<file path="src/rtl/pwm_ramp_sequencer.sv">
// Register bank plus duty-cycle ramp engine sitting between the SPI decoder
// and the PWM peripheral. SPI writes to the duty register always win over
// the ramp engine and cancel any ramp in progress.
module pwm_ramp_sequencer #(
  parameter int PRESCALE = 256,
  parameter int ADDR_W   = 7
) (
  input  logic              clk,
  input  logic              rst_n,
  input  logic              wr_valid,
  input  logic [ADDR_W-1:0] wr_addr,
  input  logic [7:0]        wr_data,
  output logic [7:0]        en_reg_out_7_0,
  output logic [7:0]        en_reg_out_15_8,
  output logic [7:0]        en_reg_pwm_7_0,
  output logic [7:0]        en_reg_pwm_15_8,
  output logic [7:0]        pwm_duty_cycle,
  output logic              busy,
  output logic              done
);

  localparam int PW = (PRESCALE > 1) ? $clog2(PRESCALE) : 1;

  typedef enum logic [1:0] {S_IDLE, S_HOLD, S_STEP, S_FINISH} state_t;

  state_t          r_state, w_state_next;
  logic [7:0]      r_out_lo, r_out_hi, r_pwm_lo, r_pwm_hi;
  logic [7:0]      r_duty, r_target, r_step, r_hold, r_start;
  logic            r_bounce, r_done, w_done_next;
  logic [PW-1:0]   r_presc;
  logic [7:0]      r_ticks;

  logic            w_wr_duty, w_wr_ctrl, w_start, w_stop, w_abort, w_busy;
  logic            w_presc_wrap, w_hold_done, w_reached, w_swap, w_step_apply;
  logic [7:0]      w_step_eff, w_hold_eff, w_new_duty;
  logic [8:0]      w_ticks_inc;

  // Move cur toward tgt by stp, clamping at tgt; 9-bit math so nothing wraps.
  function automatic logic [7:0] f_step_toward(input logic [7:0] cur,
                                               input logic [7:0] tgt,
                                               input logic [7:0] stp);
    logic [8:0] s;
    if (tgt > cur) begin
      s = {1'b0, cur} + {1'b0, stp};
      f_step_toward = (s > {1'b0, tgt}) ? tgt : s[7:0];
    end else begin
      s = {1'b0, cur} - {1'b0, stp};
      f_step_toward = (s[8] || (s[7:0] < tgt)) ? tgt : s[7:0];
    end
  endfunction

  assign w_wr_duty    = wr_valid && (wr_addr == ADDR_W'(4));
  assign w_wr_ctrl    = wr_valid && (wr_addr == ADDR_W'(8));
  assign w_start      = w_wr_ctrl && wr_data[0];
  assign w_stop       = w_wr_ctrl && !wr_data[0];
  assign w_busy       = (r_state != S_IDLE);
  assign w_abort      = w_busy && (w_wr_duty || w_stop);
  assign w_step_eff   = (r_step == 8'd0) ? 8'd1 : r_step;
  assign w_hold_eff   = (r_hold == 8'd0) ? 8'd1 : r_hold;
  assign w_presc_wrap = (r_presc == PW'(PRESCALE - 1));
  assign w_ticks_inc  = {1'b0, r_ticks} + 9'd1;
  assign w_hold_done  = w_presc_wrap && (w_ticks_inc == {1'b0, w_hold_eff});
  assign w_new_duty   = f_step_toward(r_duty, r_target, w_step_eff);
  assign w_reached    = (w_new_duty == r_target);
  assign w_step_apply = (r_state == S_STEP) && !w_abort;
  assign w_swap       = w_step_apply && w_reached && r_bounce;

  // Next-state and done-pulse decode for the ramp sequencer.
  always_comb begin
    w_state_next = r_state;
    w_done_next  = 1'b0;
    case (r_state)
      S_IDLE: begin
        if (w_start) begin
          if (r_target == r_duty) w_done_next  = 1'b1;
          else                    w_state_next = S_HOLD;
        end
      end
      S_HOLD: begin
        if (w_abort)          w_state_next = S_IDLE;
        else if (w_hold_done) w_state_next = S_STEP;
      end
      S_STEP: begin
        if (w_abort)                     w_state_next = S_IDLE;
        else if (w_reached && !r_bounce) w_state_next = S_FINISH;
        else                             w_state_next = S_HOLD;
      end
      S_FINISH: begin
        w_state_next = S_IDLE;
        w_done_next  = !w_abort;
      end
      default: w_state_next = S_IDLE;
    endcase
  end

  // Sequencer state, done pulse, and prescaler/tick counters.
  always_ff @(posedge clk) begin
    if (!rst_n) begin
      r_state <= S_IDLE;
      r_done  <= 1'b0;
      r_presc <= '0;
      r_ticks <= 8'd0;
    end else begin
      r_state <= w_state_next;
      r_done  <= w_done_next;
      if (r_state == S_HOLD && w_state_next == S_HOLD) begin
        if (w_presc_wrap) begin
          r_presc <= '0;
          r_ticks <= w_ticks_inc[7:0];
        end else begin
          r_presc <= r_presc + PW'(1);
        end
      end else begin
        r_presc <= '0;
        r_ticks <= 8'd0;
      end
    end
  end

  // SPI register bank; duty and target also take ramp updates, SPI first.
  always_ff @(posedge clk) begin
    if (!rst_n) begin
      r_out_lo <= 8'h00;
      r_out_hi <= 8'h00;
      r_pwm_lo <= 8'h00;
      r_pwm_hi <= 8'h00;
      r_duty   <= 8'h00;
      r_target <= 8'h00;
      r_step   <= 8'h00;
      r_hold   <= 8'h00;
    end else begin
      if (w_step_apply) r_duty   <= w_new_duty;
      if (w_swap)       r_target <= r_start;
      if (wr_valid) begin
        case (wr_addr)
          ADDR_W'(0): r_out_lo <= wr_data;
          ADDR_W'(1): r_out_hi <= wr_data;
          ADDR_W'(2): r_pwm_lo <= wr_data;
          ADDR_W'(3): r_pwm_hi <= wr_data;
          ADDR_W'(4): r_duty   <= wr_data;
          ADDR_W'(5): r_target <= wr_data;
          ADDR_W'(6): r_step   <= wr_data;
          ADDR_W'(7): r_hold   <= wr_data;
          default: ;
        endcase
      end
    end
  end

  // Ramp origin and bounce flag, latched on start and swapped at each bounce.
  always_ff @(posedge clk) begin
    if (!rst_n) begin
      r_start  <= 8'h00;
      r_bounce <= 1'b0;
    end else if (r_state == S_IDLE && w_start) begin
      r_start  <= r_duty;
      r_bounce <= wr_data[1];
    end else if (w_swap) begin
      r_start  <= r_target;
    end
  end

  assign en_reg_out_7_0  = r_out_lo;
  assign en_reg_out_15_8 = r_out_hi;
  assign en_reg_pwm_7_0  = r_pwm_lo;
  assign en_reg_pwm_15_8 = r_pwm_hi;
  assign pwm_duty_cycle  = r_duty;
  assign busy            = w_busy;
  assign done            = r_done;

endmodule

</file>
<file path="config.mk">
export PLATFORM = sky130hd
export DESIGN_NAME = pwm_ramp_sequencer
export DESIGN_NICKNAME = d
export VERILOG_FILES = /design/src/rtl/pwm_ramp_sequencer.sv
export SDC_FILE = /design/constraint.sdc
export NUM_CORES = 1
export LEC_CHECK = 0
export ABC_AREA = 1
export CORE_UTILIZATION = 50
export DETAILED_ROUTE_END_ITERATION = 10
export PLACE_DENSITY = 0.77
export SLEW_MARGIN = 25
export SYNTH_ARGS = -nofsm -noshare
export SYNTH_HDL_FRONTEND = slang
export SYNTH_SLANG_ARGS = --single-unit
export TNS_END_PERCENT = 20
</file>
<file path="constraint.sdc">
create_clock -name clk -period 8.4 [get_ports clk]
set_clock_uncertainty 0.15 [all_clocks]
set_input_delay 1.26 -clock clk [delete_from_list [all_inputs] [get_ports clk]]
set_output_delay 1.26 -clock clk [all_outputs]
set_load 0.005 [all_outputs]
</file>
==> results of run 1 <==
==> worst max path at each step <==
stage                          start     endpoint  depth (start not counted)
final                      r_step[1]   r_start[4]                         27
after global routing       r_step[1]   r_start[0]                         27
after CTS                  r_step[1]   r_start[4]                         27
after detailed placement  wr_addr[5]   r_start[0]                         16
after global placement    wr_addr[5]   r_start[7]                         16
after floorplan            r_step[5]  r_target[6]                         29
==> final cells by class <==
type	instances	share of cell area, %
Clock inverter	7	1.410
Tap cell	143	2.586
Clock buffer	9	3.255
Inverter	110	5.967
Multi-Input combinational cell	655	51.66
Timing Repair Buffer	59	8.499
Sequential cell	92	26.62
==> metrics by stage <==
stage / cells / power, W / worst slack [ps] / cell area (µm²) / util [%]
floorplan: 885 / 0.0005060 / 4521 / 5977 / -
global placement: 1059 / 0.0005305 / 3662 / 6594 / 57.26
detailed placement: 1059 / 0.0005310 / 3645 / 6594 / 57.26
CTS: 1075 / 0.0009683 / 3736 / 6917 / 60.06
global route: 1075 / 0.0009976 / 3248 / 6919 / 60.08
finish: 1075 / 0.0009646 / 3673 / 6919 / 60.08
==> synthesized netlist by cell type (all sizes together) <==
master	number
a41o	1
mux2i	3
xnor2	6
nand2	189
a21boi	1
nand3b	9
ha	48
a21o	1
nor2	122
clkinv	3
and3b	1
nand3	78
dfxtp	92
o21a	5
and2	1
inv	107
buf	13
o211ai	1
and3	1
xor2	21
nor3b	1
o41ai	1
fa	2
clkbuf	15
nor4	2
nand4	23
o21ai	84
a21oi	41
nor3	5
a31oi	8
==> power by group <==
group,internal [W],total (W),switching (W)
clock network,0.000263,0.000442,0.000179
logic,0.0000288,0.0000839,0.0000551
registers,0.000437,0.000439,0.00000138
==> state kept, by name, indices dropped and copies added (netlist names), 8 cells and up <==
name,cells
en_reg_pwm_15_8,8
r_ticks,8
en_reg_out_7_0,8
r_start,8
en_reg_out_15_8,8
pwm_duty_cycle,8
r_target,8
r_presc,8
en_reg_pwm_7_0,8
r_step,8
r_hold,8
==> logic make-up after synthesis <==
family / Yosys count
and+or+nand+nor: 432
AOI/OAI and AO/OA: 143
buffers and inverters: 138
DFF: 92
adders and majority gates: 50
xor gates and xnor gates: 27
muxes: 3
==> per-layer routing <==
metal	part of all wire (%)	track usage [%]	vias up
li1	-	-	2967
met4	2.5	11.08	0
met3	7.4	5.280	37
met5	0	0	-
met2	44	40.79	172
met1	46	34.39	2594
==> critical path: stages (launching register included) <==
cell and delay [ps]:
sky130_fd_sc_hd__dfxtp_1 420, sky130_fd_sc_hd__nor4_1 80, sky130_fd_sc_hd__a41o_1 230, sky130_fd_sc_hd__ha_1 220
sky130_fd_sc_hd__fa_1 420, sky130_fd_sc_hd__nand3_1 120, sky130_fd_sc_hd__nand2_2 80, sky130_fd_sc_hd__nand2_2 80
sky130_fd_sc_hd__nand2_1 70, sky130_fd_sc_hd__nand2_1 60, sky130_fd_sc_hd__nand2_1 70, sky130_fd_sc_hd__ha_1 290
sky130_fd_sc_hd__a21o_1 160, sky130_fd_sc_hd__a21oi_1 120, sky130_fd_sc_hd__nand2_1 60, sky130_fd_sc_hd__nand2_1 290
sky130_fd_sc_hd__nand2_2 220, sky130_fd_sc_hd__nand2_1 110, sky130_fd_sc_hd__nand3_1 90, sky130_fd_sc_hd__nand2_1 150
sky130_fd_sc_hd__nand2_1 70, sky130_fd_sc_hd__nand2_1 80, sky130_fd_sc_hd__and3b_1 360, sky130_fd_sc_hd__nand3_4 220
sky130_fd_sc_hd__nand2_1 130, sky130_fd_sc_hd__inv_2 90, sky130_fd_sc_hd__nor2_1 100, sky130_fd_sc_hd__nor2_1 60
==> out/metrics.yaml, run 1 <==
cts-root-to-sink-buffers: 2
power-per-cell-area_nw_per_um2: 139.4
rows: 39
die_width_um: 111.3
synth_sequential_area_ratio_pct: 30.81
drc: 2
max_slew_violation_count: 0
cts_tree: "built"
finalWeightedCongestion: 0.9939
post_cts_hold_buffer_count: 0
cap_viol_max_count: 0
netlist-cell-type-count: 41
port_buffers: 59
timing_worst_setup_path_type: "reg2reg"
floorplan.initialDensity_pct: 51.90
n_antenna_cell: 0
sequential_cell_area_um2: 1842
drt_first_pass_iters: 9
reg2reg_to: "r_start[4]"
number_of_global_route_vias_before_repair: 5292
drt_first_iter_violations: 397
drive_gt1_share_pct: 4.399
synthDominantCellAreaShare_pct: 30.81
rr_worst_depth: 27
r2r-start: "r_step[1]"
syn-num-nets: 953
antenna_found_initial: 0
finalWorstPathRequiredPeriod_ps: 4727
ir_worst_vdd_mv: 0.1296
most-common-layout-cells: "sky130_fd_sc_hd__nand2_1, sky130_fd_sc_hd__nor2_1, sky130_fd_sc_hd__inv_1, sky130_fd_sc_hd__dfxtp_1, sky130_fd_sc_hd__o21ai_0"
grt_pass1_wl_mm: 25.76
via_count: 5770
slew_headroom_pct: 38.41
dieArea_um2: 12400
setup_viol: 0
synth_xor_area_share_pct: 3.956
timing_worst_slew_pin_value_ps: 921.9
synth-seq-cells: 92
nNetsFinal: 995
dpl_wire_length_mm: 11.67
failed_checks: "design-rule violations"
clockRootBuffer: "sky130_fd_sc_hd__clkbuf_16"
setup.reg_to_reg.worst_slack_ps: 3670
grt_setup_unrepaired: "no"
cellLeakagePower_nw: 3.214
dominant_cells_by_area_after_synthesis: "sky130_fd_sc_hd__dfxtp_1, sky130_fd_sc_hd__nand2_1, sky130_fd_sc_hd__ha_1"
synth_mux_area_share_pct: 0.5024
die_h_um: 111.3
timing_hold_violations_final: 0
hold_path.startpoint: "r_presc[0]"
fin_tns_setup_ps: 0
floorplan.io_pins: 60
clk_latency_ps: 350
achievable-frequency_ghz: 0.2115
cts.repair.resized: 0
grt.total_usage_pct: 25.86
min_delay_worst_endpoint: "r_presc[0]"
grt_remaining_overflow: 0
synth_top_family_by_area: "simple AND/OR/NAND/NOR gates"
synthesis.area_um2: 5977
layout_commonest_cell: "sky130_fd_sc_hd__nand2_1"
grt_max_degree: 76
setup.worst_path.end_class: "flop"
startpoint_type: "flop"
multi_input_area_um2: 3575
cts_max_level: 3
whs_path_depth: 1
postCtsSetupBuffers: 0
core_area_um2: 11520
status: "finished, violations left"
hp-class: "reg2reg"
cp_data_required_time_ps: 8500
ant_nets: 0
filler_cell_count: 1108
wl_per_cell_um: 14.47
tritoncts.num_buffers: 9
crit_fanout: 17
synth_compound_gate_area_share_pct: 12.81
synth_top_cell_by_area: "sky130_fd_sc_hd__dfxtp_1"
post_synth_and_or_nand_nor_area_fraction_pct: 31.82
final.hold.worst_slack_ps: 299.9
area_growth_pct: 15.76
syn_inst: 885
synth-warning-count: 0
syn-mean-instance-area_um2: 6.754
detail_route.vias_per_cell: 5.367
synthAdderAreaFrac_pct: 10.72
crit_arrival_ps: 4820
finalWirelength_mm: 15.56
layout_worst_path_cycle_share_pct: 56.28
clock_input_transition_at_the_sequential_cells_of_the_worst_setup_and_hold_paths_ps: 70
tritoncts_num_sinks: 92
(Power assumes the default switching activity.)
==> inputs of run 2 (changes only) <==
--- a/config.mk
+++ b/config.mk
@@ -8,7 +8,7 @@
 export ABC_AREA = 1
 export CORE_UTILIZATION = 50
 export DETAILED_ROUTE_END_ITERATION = 10
-export PLACE_DENSITY = 0.77
+export PLACE_DENSITY = 0.8
 export SLEW_MARGIN = 25
 export SYNTH_ARGS = -nofsm -noshare
 export SYNTH_HDL_FRONTEND = slang
==> constraint.sdc (replaced) <==
create_clock -name clk -period 4.1 [get_ports clk]
set_clock_uncertainty 0.15 [all_clocks]
set_input_delay 0.615 -clock clk [delete_from_list [all_inputs] [get_ports clk]]
set_output_delay 0.615 -clock clk [all_outputs]
set_load 0.005 [all_outputs]
==> out/metrics.yaml, run 2 (same netlist as run 1, synthesis figures left out) <==
status: "finished, violations left"
failed_checks: "design-rule violations, negative setup slack"
max_slew_violation_count: 0
crit_start: "r_step[1]"
n_antenna_cell: 0
grt_max_degree: 61
die_h_um: 111.3
crit_fanout: 11
cp_data_required_time_ps: 4190
detailed_place.area_um2: 6982
post_cts_hold_buffer_count: 0
r2r-start: "r_step[1]"
filler_cell_count: 1003
dpl.cell_count: 1109
setup.worst_path.end_class: "flop"
rows: 39
area_growth_pct: 25.18
die_width_um: 111.3
grt.total_usage_pct: 26.93
cts_max_level: 3
core_area_um2: 11520
setup_viol: 32
dieArea_um2: 12400
achievable-frequency_ghz: 0.2382
drive_gt1_share_pct: 12.84
most-common-layout-cells: "sky130_fd_sc_hd__nand2_1, sky130_fd_sc_hd__nor2_1, sky130_fd_sc_hd__inv_1, sky130_fd_sc_hd__dfxtp_1, sky130_fd_sc_hd__o21ai_0"
worst_slack_ps: -98.99
antenna_found_initial: 0
port_buffers: 59
tritoncts_num_sinks: 92
drc: 2
grt_remaining_overflow: 0
layout_worst_path_cycle_share_pct: 102.4
instances_no_fill: 1132
drt_first_iter_violations: 508
layout_commonest_cell: "sky130_fd_sc_hd__nand2_1"
wl_per_cell_um: 14.77
crit_arrival_ps: 4290
timing_worst_setup_path_type: "reg2reg"
slew_headroom_pct: 36.88
grt_setup_unrepaired: "yes"
cts-root-to-sink-buffers: 2
tritoncts.num_buffers: 9
number_of_global_route_vias_before_repair: 5711
hp-class: "reg2reg"
startpoint_type: "flop"
finalWorstPathRequiredPeriod_ps: 4199
hold_path.startpoint: "r_presc[0]"
clock_input_transition_at_the_sequential_cells_of_the_worst_setup_and_hold_paths_ps: 70
finalWeightedCongestion: 0.9294
drt_first_pass_iters: 8
post-route-cell-area_um2: 7482
power-per-cell-area_nw_per_um2: 262.2
detail_route.vias_per_cell: 5.428
clk_latency_ps: 340
ant_nets: 0
cellLeakagePower_nw: 3.501
floorplan.io_pins: 60
via_count: 6145
floorplan.initialDensity_pct: 51.90
timing_worst_slew_pin_value_ps: 944.8
nNetsFinal: 1052
finalWirelength_mm: 16.72
dpl_wire_length_mm: 12.07
ir_worst_vdd_mv: 0.3063
timing_hold_violations_final: 0
grt_pass1_wl_mm: 27.21
cap_viol_max_count: 0
clockRootBuffer: "sky130_fd_sc_hd__clkbuf_16"
cts_tree: "built"
## run 2: cell types whose count changed in the layout (fill, tap and decap cells not counted), moves of 3 or more
cell | before | now
sky130_fd_sc_hd__buf_4 | 1 | 51
sky130_fd_sc_hd__nand2_2 | 5 | 15
sky130_fd_sc_hd__nand3_2 | 4 | 11
sky130_fd_sc_hd__nand2_1 | 184 | 172
sky130_fd_sc_hd__nand3_1 | 73 | 66
sky130_fd_sc_hd__buf_6 | 0 | 3
## run 2: critical path, stage by stage (launching register included)
cell and delay, ps:
sky130_fd_sc_hd__dfxtp_2 320, sky130_fd_sc_hd__nor4_2 270, sky130_fd_sc_hd__a41o_1 250, sky130_fd_sc_hd__ha_2 180
sky130_fd_sc_hd__inv_1 60, sky130_fd_sc_hd__fa_2 430, sky130_fd_sc_hd__nand4_1 110, sky130_fd_sc_hd__nand3_1 80
sky130_fd_sc_hd__nand2_1 90, sky130_fd_sc_hd__nand2_2 60, sky130_fd_sc_hd__ha_1 270, sky130_fd_sc_hd__nand2_1 60
sky130_fd_sc_hd__o21a_1 190, sky130_fd_sc_hd__nand2_2 80, sky130_fd_sc_hd__nand2_2 60, sky130_fd_sc_hd__buf_6 140
sky130_fd_sc_hd__o211ai_1 230, sky130_fd_sc_hd__nand3_1 150, sky130_fd_sc_hd__nand2_2 100, sky130_fd_sc_hd__nand2_1 50
sky130_fd_sc_hd__nor2_1 90, sky130_fd_sc_hd__nand4_1 160, sky130_fd_sc_hd__nand2_1 100, sky130_fd_sc_hd__nand2_1 100
sky130_fd_sc_hd__nand4_1 110, sky130_fd_sc_hd__buf_6 150, sky130_fd_sc_hd__nor2_1 40
## run 2: path summary, 6_finish.rpt
check	endpoint	depth (start not counted)	slack, ps
hold / removal	r_presc[0]	1	300
hold reg to reg	r_presc[0]	1	300
setup reg to reg	r_presc[7]	26	-100
setup / recovery	r_presc[7]	26	-100
## run 2: final cells by class
type | count | area [µm²] | area share (%)
clock buffers | 10 | 229.0 | 3.060
clock inverters | 6 | 72.57 | 0.9699
inverters | 110 | 412.9 | 5.518
multi-input cells | 657 | 3724 | 49.77
flip-flops and latches | 92 | 1843 | 24.63
well taps | 143 | 178.9 | 2.391
repair buffers | 114 | 1022 | 13.66
## run 2: report_power, final
part	internal, W	leakage (nW)	switching (W)	total [W]
clock	0.000479	0.137	0.000368	0.000848
sequential	0.000896	0.741	0.00000235	0.000898
combinational	0.0000872	2.62	0.000129	0.000216
total	0.00146	3.50	0.000499	0.00196
## run 2: through the flow
stage / total power, W / TNS [ps] / hold slack, ps / setup slack (ps) / util, %
5_1_grt: 0.002025 / -10450 / 337.8 / -350.7 / 64.97
2_1_floorplan: 0.001037 / 0 / 267.5 / 220.6 / -
4_1_cts: 0.001950 / 0 / 307.1 / 9.012 / 63.70
6_report: 0.001962 / -2182 / 296.5 / -98.99 / 64.97
3_3_place_gp: 0.001108 / -939.2 / 280.8 / -54.14 / 60.63
3_5_place_dp: 0.001111 / -1741 / 288.3 / -125.0 / 60.63
## run 2: timing repair
item                                    4_1_cts  5_1_grt
endpoints found under the setup margin       32       33
gates cloned                                  2        0
buffers inserted                              1        4
pin swaps                                     5       14
resized for setup                             7       30
## run 2: per-layer routing
metal / GRT usage, % / part of all wire [%] / wire [µm] / vias up
li1: - / - / - / 3081
met1: 34.50 / 44 / 7337 / 2788
met2: 45.25 / 46 / 7694 / 231
met3: 5.171 / 7.4 / 1244 / 45
met4: 9.459 / 2.7 / 447 / 0
met5: 0 / 0 / 0 / -
